[src/rtl/fetch_pkg.sv]
// Shared types and constants for the instruction-fetch stage.
package fetch_pkg;
    localparam int FETCH_XLEN = 32;
    localparam logic [FETCH_XLEN-1:0] NOP_INSN = 32'h0000_0013;

    typedef struct packed {
        logic [FETCH_XLEN-1:0] pc;
        logic [FETCH_XLEN-1:0] insn;
    } fetch_entry_t;
endpackage

[src/rtl/fetch_fifo.sv]
// Synchronous circular FIFO with flush; head is presented combinationally.
module fetch_fifo #(
    parameter int DEPTH = 4,
    parameter int W     = 32
) (
    input  logic                         clk,
    input  logic                         reset,
    input  logic                         flush,
    input  logic                         push,
    input  logic [W-1:0]                 push_data,
    input  logic                         pop,
    output logic [W-1:0]                 head_data,
    output logic                         full,
    output logic                         empty,
    output logic [$clog2(DEPTH+1)-1:0]   count
);
    localparam int AW = $clog2(DEPTH);
    localparam int CW = $clog2(DEPTH+1);

    logic [W-1:0]  mem [DEPTH];
    logic [AW-1:0] rd_ptr, wr_ptr;
    logic          push_ok, pop_ok;

    // A push into a full FIFO is only accepted when the head leaves on the same edge.
    assign pop_ok    = pop && !empty;
    assign push_ok   = push && (!full || pop_ok);
    assign full      = (count == CW'(DEPTH));
    assign empty     = (count == '0);
    assign head_data = mem[rd_ptr];

    always_ff @(posedge clk) begin
        if (reset || flush) begin
            rd_ptr <= '0;
            wr_ptr <= '0;
            count  <= '0;
        end else begin
            if (push_ok) begin
                mem[wr_ptr] <= push_data;
                wr_ptr      <= wr_ptr + 1'b1;
            end
            if (pop_ok)
                rd_ptr <= rd_ptr + 1'b1;
            if (push_ok && !pop_ok)
                count <= count + 1'b1;
            else if (pop_ok && !push_ok)
                count <= count - 1'b1;
        end
    end
endmodule

[src/rtl/fetch_queue.sv]
// Instruction-fetch stage: credit-limited prefetch, in-order response queue,
// redirect with stale-response dropping, and a registered decode interface.
module fetch_queue
    import fetch_pkg::*;
#(
    parameter int              XLEN     = 32,
    parameter int              DEPTH    = 4,
    parameter logic [XLEN-1:0] RESET_PC = '0,
    parameter logic [XLEN-1:0] NOP_INSN = fetch_pkg::NOP_INSN
) (
    input  logic            clk,
    input  logic            reset,
    input  logic            stop,
    input  logic            bubble,
    input  logic            wb_pc,
    input  logic [XLEN-1:0] wb_pc_data,
    output logic            mem_req_valid,
    input  logic            mem_req_ready,
    output logic [XLEN-1:0] mem_addr,
    input  logic            mem_rsp_valid,
    input  logic [XLEN-1:0] mem_rsp_data,
    output logic [XLEN-1:0] command,
    output logic            command_valid,
    output logic [XLEN-1:0] now_pc
);
    localparam int CW = $clog2(DEPTH+1);
    // Stale responses can pile up across back-to-back redirects, so give headroom.
    localparam int DW = CW + 4;

    logic [CW-1:0]   q_count, outstanding;
    logic [DW-1:0]   drop_cnt;
    logic            q_full, q_empty, pc_full, pc_empty;
    logic            fire, rsp_live, q_pop;
    logic [XLEN-1:0] pc_head;
    fetch_entry_t    q_in, q_head;

    assign mem_req_valid = !reset && !stop && !wb_pc && !pc_full && !q_full &&
                           ((CW+1)'(q_count) + (CW+1)'(outstanding) < (CW+1)'(DEPTH));
    assign fire     = mem_req_valid && mem_req_ready;
    assign rsp_live = mem_rsp_valid && (drop_cnt == '0) && !wb_pc && !pc_empty;
    assign q_pop    = !wb_pc && !stop && !bubble && !q_empty;
    assign q_in     = '{pc: pc_head, insn: mem_rsp_data};

    // Side FIFO of issued addresses; its occupancy is the live outstanding count.
    fetch_fifo #(.DEPTH(DEPTH), .W(XLEN)) u_pc_fifo (
        .clk(clk), .reset(reset), .flush(wb_pc),
        .push(fire), .push_data(mem_addr), .pop(rsp_live),
        .head_data(pc_head), .full(pc_full), .empty(pc_empty), .count(outstanding)
    );

    fetch_fifo #(.DEPTH(DEPTH), .W($bits(fetch_entry_t))) u_queue (
        .clk(clk), .reset(reset), .flush(wb_pc),
        .push(rsp_live), .push_data(q_in), .pop(q_pop),
        .head_data(q_head), .full(q_full), .empty(q_empty), .count(q_count)
    );

    always_ff @(posedge clk) begin
        if (reset)
            mem_addr <= RESET_PC;
        else if (wb_pc)
            mem_addr <= wb_pc_data;
        else if (fire)
            mem_addr <= mem_addr + XLEN'(4);
    end

    // On redirect every live request turns stale; a response landing that edge consumes one.
    always_ff @(posedge clk) begin
        if (reset)
            drop_cnt <= '0;
        else if (wb_pc)
            drop_cnt <= drop_cnt + DW'(outstanding) - DW'(mem_rsp_valid);
        else if (mem_rsp_valid && drop_cnt != '0)
            drop_cnt <= drop_cnt - 1'b1;
    end

    always_ff @(posedge clk) begin
        if (reset) begin
            command       <= NOP_INSN;
            command_valid <= 1'b0;
            now_pc        <= RESET_PC;
        end else if (wb_pc) begin
            command       <= NOP_INSN;
            command_valid <= 1'b0;
        end else if (!stop) begin
            if (q_pop) begin
                command       <= q_head.insn;
                command_valid <= 1'b1;
                now_pc        <= q_head.pc;
            end else begin
                command       <= NOP_INSN;
                command_valid <= 1'b0;
            end
        end
    end
endmodule
[config.mk]
export PLATFORM = sky130hd
export DESIGN_NAME = fetch_queue
export DESIGN_NICKNAME = d
export VERILOG_FILES = /design/src/rtl/fetch_pkg.sv /design/src/rtl/fetch_fifo.sv /design/src/rtl/fetch_queue.sv
export SDC_FILE = /design/constraint.sdc
export NUM_CORES = 1
export LEC_CHECK = 0
export BUFFER_PORTS_ARGS = -buffer_cell sky130_fd_sc_hd__buf_2
export CORE_AREA = 2 2 212 214
export DETAILED_ROUTE_END_ITERATION = 8
export DIE_AREA = 0 0 214 216
export GPL_TIMING_DRIVEN = 0
export PLACE_DENSITY = 0.68
export SYNTH_ARGS = -nofsm -noshare
export SYNTH_HDL_FRONTEND = slang
export SYNTH_SLANG_ARGS = --single-unit
[constraint.sdc]
create_clock -name clk -period 9.48 [get_ports clk]
set_clock_uncertainty 0.15 [all_clocks]
set_input_delay 2.37 -clock clk [delete_from_list [all_inputs] [get_ports clk]]
set_output_delay 2.37 -clock clk [all_outputs]
set_load 0.05 [all_outputs]
== Yosys cells after proc, flatten, opt, wreduce, memory -nomap -nowiden ==
Memories as Yosys holds them, arrays and structs flattened. A register that Yosys moved wholly into a read port is not among the register bits.
Index checks and enable logic that the tools add are counted.

* Add/subtract/negate cells: 13
* $mul: 0
* Divide/modulo/power cells: 0
* Order comparisons: 1
* Equal/unequal tests: 2
* Shifts and indexed selects: 0
* Mux-type cells: 20
* Bitwise gates (word level): 2
* Reductions and logical operators: 46

{| class="wikitable"
|+ Operator list
! kind !! number
|-
| 32-bit 2-to-1 mux || 3
|-
| 32-bit by 3-bit adder with 32-bit output (second input constant) || 1
|-
| 1-bit logical AND || 21
|-
| 7-bit 2-to-1 mux || 2
|-
| 1-bit zero test || 12
|-
| 3-bit 2-to-1 mux || 4
|-
| 2-bit by 1-bit adder with 2-bit output (second input constant) || 4
|-
| 2-bit 2-to-1 mux || 4
|-
| 2-bit nonzero test || 4
|-
| 7-bit by 3-bit adder with 7-bit output || 1
|-
| 7-bit zero test || 1
|-
| 1-bit 2-to-1 mux || 7
|-
| 7-bit nonzero test || 1
|-
| 7-bit by 1-bit subtractor with 7-bit output || 1
|-
| 7-bit by 1-bit subtractor with 7-bit output (second input constant) || 1
|-
| 3-bit by 1-bit adder with 3-bit output (second input constant) || 2
|-
| 3-bit equality test (second input constant) || 2
|-
| 3-bit zero test || 2
|-
| 3-bit by 1-bit subtractor with 3-bit output (second input constant) || 2
|-
| 3-bit by 3-bit adder with 4-bit output || 1
|-
| 4-bit by 3-bit less-than comparator with 1-bit output (second input constant) || 1
|-
| 1-bit logical OR || 3
|-
| 3-bit AND reduction || 1
|-
| 1-bit NOT || 2
|-
| 2-bit OR reduction || 1
|}

* Register bits: 118
* Bits in latches: 0
* Bits in writable memories: 384
* ROM bits: 0
* Bits of input ports: 71
* Output and inout port bits: 98
* Word-level logic and storage cells: 97
* Memories: 2

{| class="wikitable"
|+ Memories
! name !! words !! bits a word !! read ports !! clocked after Yosys merged registers in !! write ports !! line !! text
|-
| u_queue.mem || 4 || 64 || 1 || 1 || 1 || fetch_fifo.sv:20 || <nowiki>logic [W-1:0] mem [DEPTH];</nowiki>
|-
| u_pc_fifo.mem || 4 || 32 || 1 || 1 || 1 || fetch_fifo.sv:20 ||
|}

== Longest topological paths before layout ==
* Depth in word-level cells: 12
* Mapped depth: 12
* Depth with buffers taken out: 11

== Cells and area by module ==
From an unflattened synthesis, not the netlist that was laid out.

* Cell total of the unflattened synthesis: 1190
* Area total of the unflattened synthesis: 19565.0 um^2

{| class="wikitable"
|+ Modules (own cells, without submodules)
! module !! instances !! cells an instance !! area each (um^2) !! sequential area each (um^2)
|-
| fetch_fifo (u_queue) || 1 || 384 || 9685.5 || 7867.5
|-
| fetch_fifo (u_pc_fifo) || 1 || 217 || 5089.9 || 4023.9
|-
| fetch_queue || 1 || 589 || 4789.6 || 2082.0
|}

== Least setup slack after synthesis ==
OpenSTA, ideal clock, no wires.

* Kind: input to output
* Start: in reset
* End: out mem_req_valid
* Arrival: 3.456 ns
* Required time: 6.960 ns
* Slack: 3.504 ns
* Stages: 4
* Path buffers: 1
* Cell sequence: nor4_2 -> and4_4 -> buf_6 -> and2_1

* Cells in the longest elaborated chain, start to end: 6

{| class="wikitable"
|+ RTL lines
! element !! line !! text
|-
| start: declaration || fetch_queue.sv:12 || <nowiki>input logic reset,</nowiki>
|-
| 1-bit zero test || fetch_queue.sv:37 || <nowiki>assign mem_req_valid = !reset && !stop && !wb_pc && !pc_full && !q_full &&</nowiki>
|-
| 1-bit logical AND (5 in a row) || fetch_queue.sv:37 ||
|-
| end: declaration || fetch_queue.sv:17 || <nowiki>output logic mem_req_valid,</nowiki>
|}

No other way between the ends.

== Final worst setup path ==
Ends and elaborated chain as after synthesis.

==> qor.csv <==
metric,value,unit
Sink Count,506,
top_reg_cell synth,edfxtp_1,
Fill cells,3531,
yosys warns,0,
via count,11300,
Bufs on Longest Clock Path,3,
first-pass GRT wire length,67.2,mm
"Hold-fix buffers, CTS",0,
worst-margin pin slew,0.904,ns
type of origin of the critical path,input port,
1st-iter DRT viols,921,
Tcrit/Tclk final,0.661,
area grow syn2layout,17.6,%
Tmin final,6.26,ns
worst path cell trace,buf_2 -> nor4_2 -> and4_4 -> buf_6 -> and2_1 -> buf_2,
PortBufs,166,
clock root buffer,clkbuf_16,
"Reg clk slew, reported paths",0.06,ns
endpoints failing hold,0,
leakage dissipation,7.78,nW
vias in the first global route,11400,
DR WL/cell,21.4,um
RSZ-0062 raised after global routing,no,
worst skew pair latency,0.60,ns
fmax,160,MHz
WL final,43.9,mm
max_slew headroom,0.398,
class of the worst hold path,reg -> reg,
critical path class,in -> out,
CTS buffer count,49,
remaining global-route overflow,0,
"antenna viol nets, final",0,
CP max stage cell,nor4_2,
CTS resizes,0,
drt via density,5.51,
"Net Count, Synth",1292,
largest net degree at the start of global routing,56,
die area,46200,sq um
worst-path fanout max,10,
"flops & latches, synth",506,
Slew Limit Fails,0,
fraction of registers with async set/reset,0,
layout cell share with drive strength beyond 1,0.271,
FF-to-FF setup slack,5.96,ns
CTS tree,done,
Post-Syn Area,19600,sq um
setup violators final,0,
die height,216,um
max incr delay on CP,0.32,ns
Critical Path AT,3.74,ns
DRT Pass-1 Iters,5,
VDD IR max,0.138,mV
CP required,6.96,ns
"most common cell after layout, fill and taps aside",edfxtp_1,
Final Core Density,0.527,
sequential share of the synthesized area,0.712,
max-cap violations,0,
site row count,77,
Core ar.,43800,sq um
Critical path buffers and inverters,3,
cells after synthesis,1191,
number of distinct library cells after synthesis,74,
Worst path most repeated cell,buf_2,
initial antenna violation count,2,
most frequent cells in the layout,"edfxtp_1, buf_2, dfxtp_1, nand2_1, mux4_2",
Post-Syn Area per Cell,16.5,sq um
Post-CTS Setup Bufs,0,
Die X,214,um
status,"finished, final reports clean",
H-tree levels,2,
critical path endpoint category,output pin,
"EDFF count, synth",384,
Total Routing Usage GR,0.191,
HPWL after DPL,29.3,mm
DRC,0,
pwr/cell area,206,nW/um^2
final net count,1513,
Setup TNS,0,ns
routability cong.,0.869,
Top-Level Pins,169,
Initial Util,0.448,
"delay-heaviest family, CP",simple AND/OR/NAND/NOR gates,
-- where the power goes --
part	total, mW	internal (mW)	leakage [nW]	switching [mW]
registers	2.44	2.40	4.47	0.0393
clock network	2.04	1.20	0.850	0.840
logic	0.267	0.100	2.46	0.167
total	4.75	3.70	7.78	1.05
-- through the flow --
step	power, mW	setup slack, ns	cells	area [sq um]	hold slack (ns)
detailed placement	2.75	3.25	1953	21300	0.297
floorplan	2.66	3.50	1191	19600	0.334
finish	4.75	3.22	2047	23100	0.300
global route	4.90	3.17	2047	23100	0.321
global placement	2.74	2.31	1949	21200	0.294
CTS	4.78	3.25	2045	23100	0.306
-- sequential cells by signal (all words and copies together), names as in the netlist, named ones only --
register / flops
command_valid: 1
u_pc_fifo.count: 3
u_queue.mem: 256
u_pc_fifo.wr_ptr: 2
u_queue.rd_ptr: 2
mem_addr: 32
now_pc: 32
command: 32
u_pc_fifo.mem: 128
u_pc_fifo.rd_ptr: 2
u_queue.count: 3
u_queue.wr_ptr: 2
drop_cnt: 7
-- cells in the mapped netlist, types with 4 or more instances --
cell        n  area share
edfxtp_1  384        0.59
dfxtp_1   122        0.12
nand2_1   103       0.020
mux4_2     96        0.11
nor2_1     63       0.012
a21oi_1    52       0.013
clkbuf_1   44      0.0084
inv_1      33      0.0063
a22oi_1    29       0.011
ha_1       27       0.017
nor3_1     16      0.0041
nand3_1    14      0.0036
a31oi_1    13      0.0041
buf_2      13      0.0033
xnor2_1    13      0.0058
a211oi_1   12      0.0046
and3_1     12      0.0038
o21ai_0    11      0.0028
nand4_1     9      0.0029
xor2_1      9      0.0040
nor4_1      7      0.0022
o211ai_1    7      0.0027
or3_1       7      0.0022
mux2i_1     6      0.0031
a311oi_1    5      0.0022
and2_1      5      0.0016
buf_1       4     0.00076
nand2b_1    4      0.0013
o21a_1      4      0.0015
-- final timing paths --
path	to	from	depth (start not counted)
hold / removal	now_pc[17]$_SDFFE_PP0P_	now_pc[17]$_SDFFE_PP0P_	2
hold reg to reg	now_pc[17]$_SDFFE_PP0P_	now_pc[17]$_SDFFE_PP0P_	2
setup reg to reg	u_pc_fifo.count[2]$_SDFFE_PP0P_	u_pc_fifo.count[2]$_SDFFE_PP0P_	12
setup / recovery	mem_req_valid	reset	6
-- area by class of cell --
cell class              instances  area (sq um)  share of cell area
flip-flops and latches        506         14000               0.605
multi-input cells             587          5290               0.229
clock buffers                  60          1330              0.0575
repair buffers                170           941              0.0408
well taps                     592           741              0.0321
clock inverters                32           408              0.0177
plain buffers                  63           264              0.0114
inverters                      35           131             0.00569
diodes                          2          5.00            0.000217
-- kinds of logic after synthesis --
kind of cell    Yosys count  synth area share
buf+inv                  98            0.0201
simple gates            272            0.0701
xor+xnor                 22           0.00981
flops                   506             0.712
mux                     104             0.114
fa+ha+maj                30            0.0203
compound gates          159            0.0536
-- worst min-delay path, delay by kind of cell (launching register included) --
| kind | cells | cell delay, ns |
|---|---|---|
| flip-flops | 1 | 0.30 |
| AND/OR/NAND/NOR | 1 | 0.05 |
| AO/OA/AOI/OAI | 1 | 0.05 |
-- per-layer routing --
metal	vias to the layer above	global-route usage	part of all wire
met5	-	0	0
met4	0	0.0615	0.025
met3	77	0.0357	0.063
met2	376	0.321	0.49
met1	5714	0.254	0.42
li1	5104	-	-
Power figures use the tool's default switching activity.
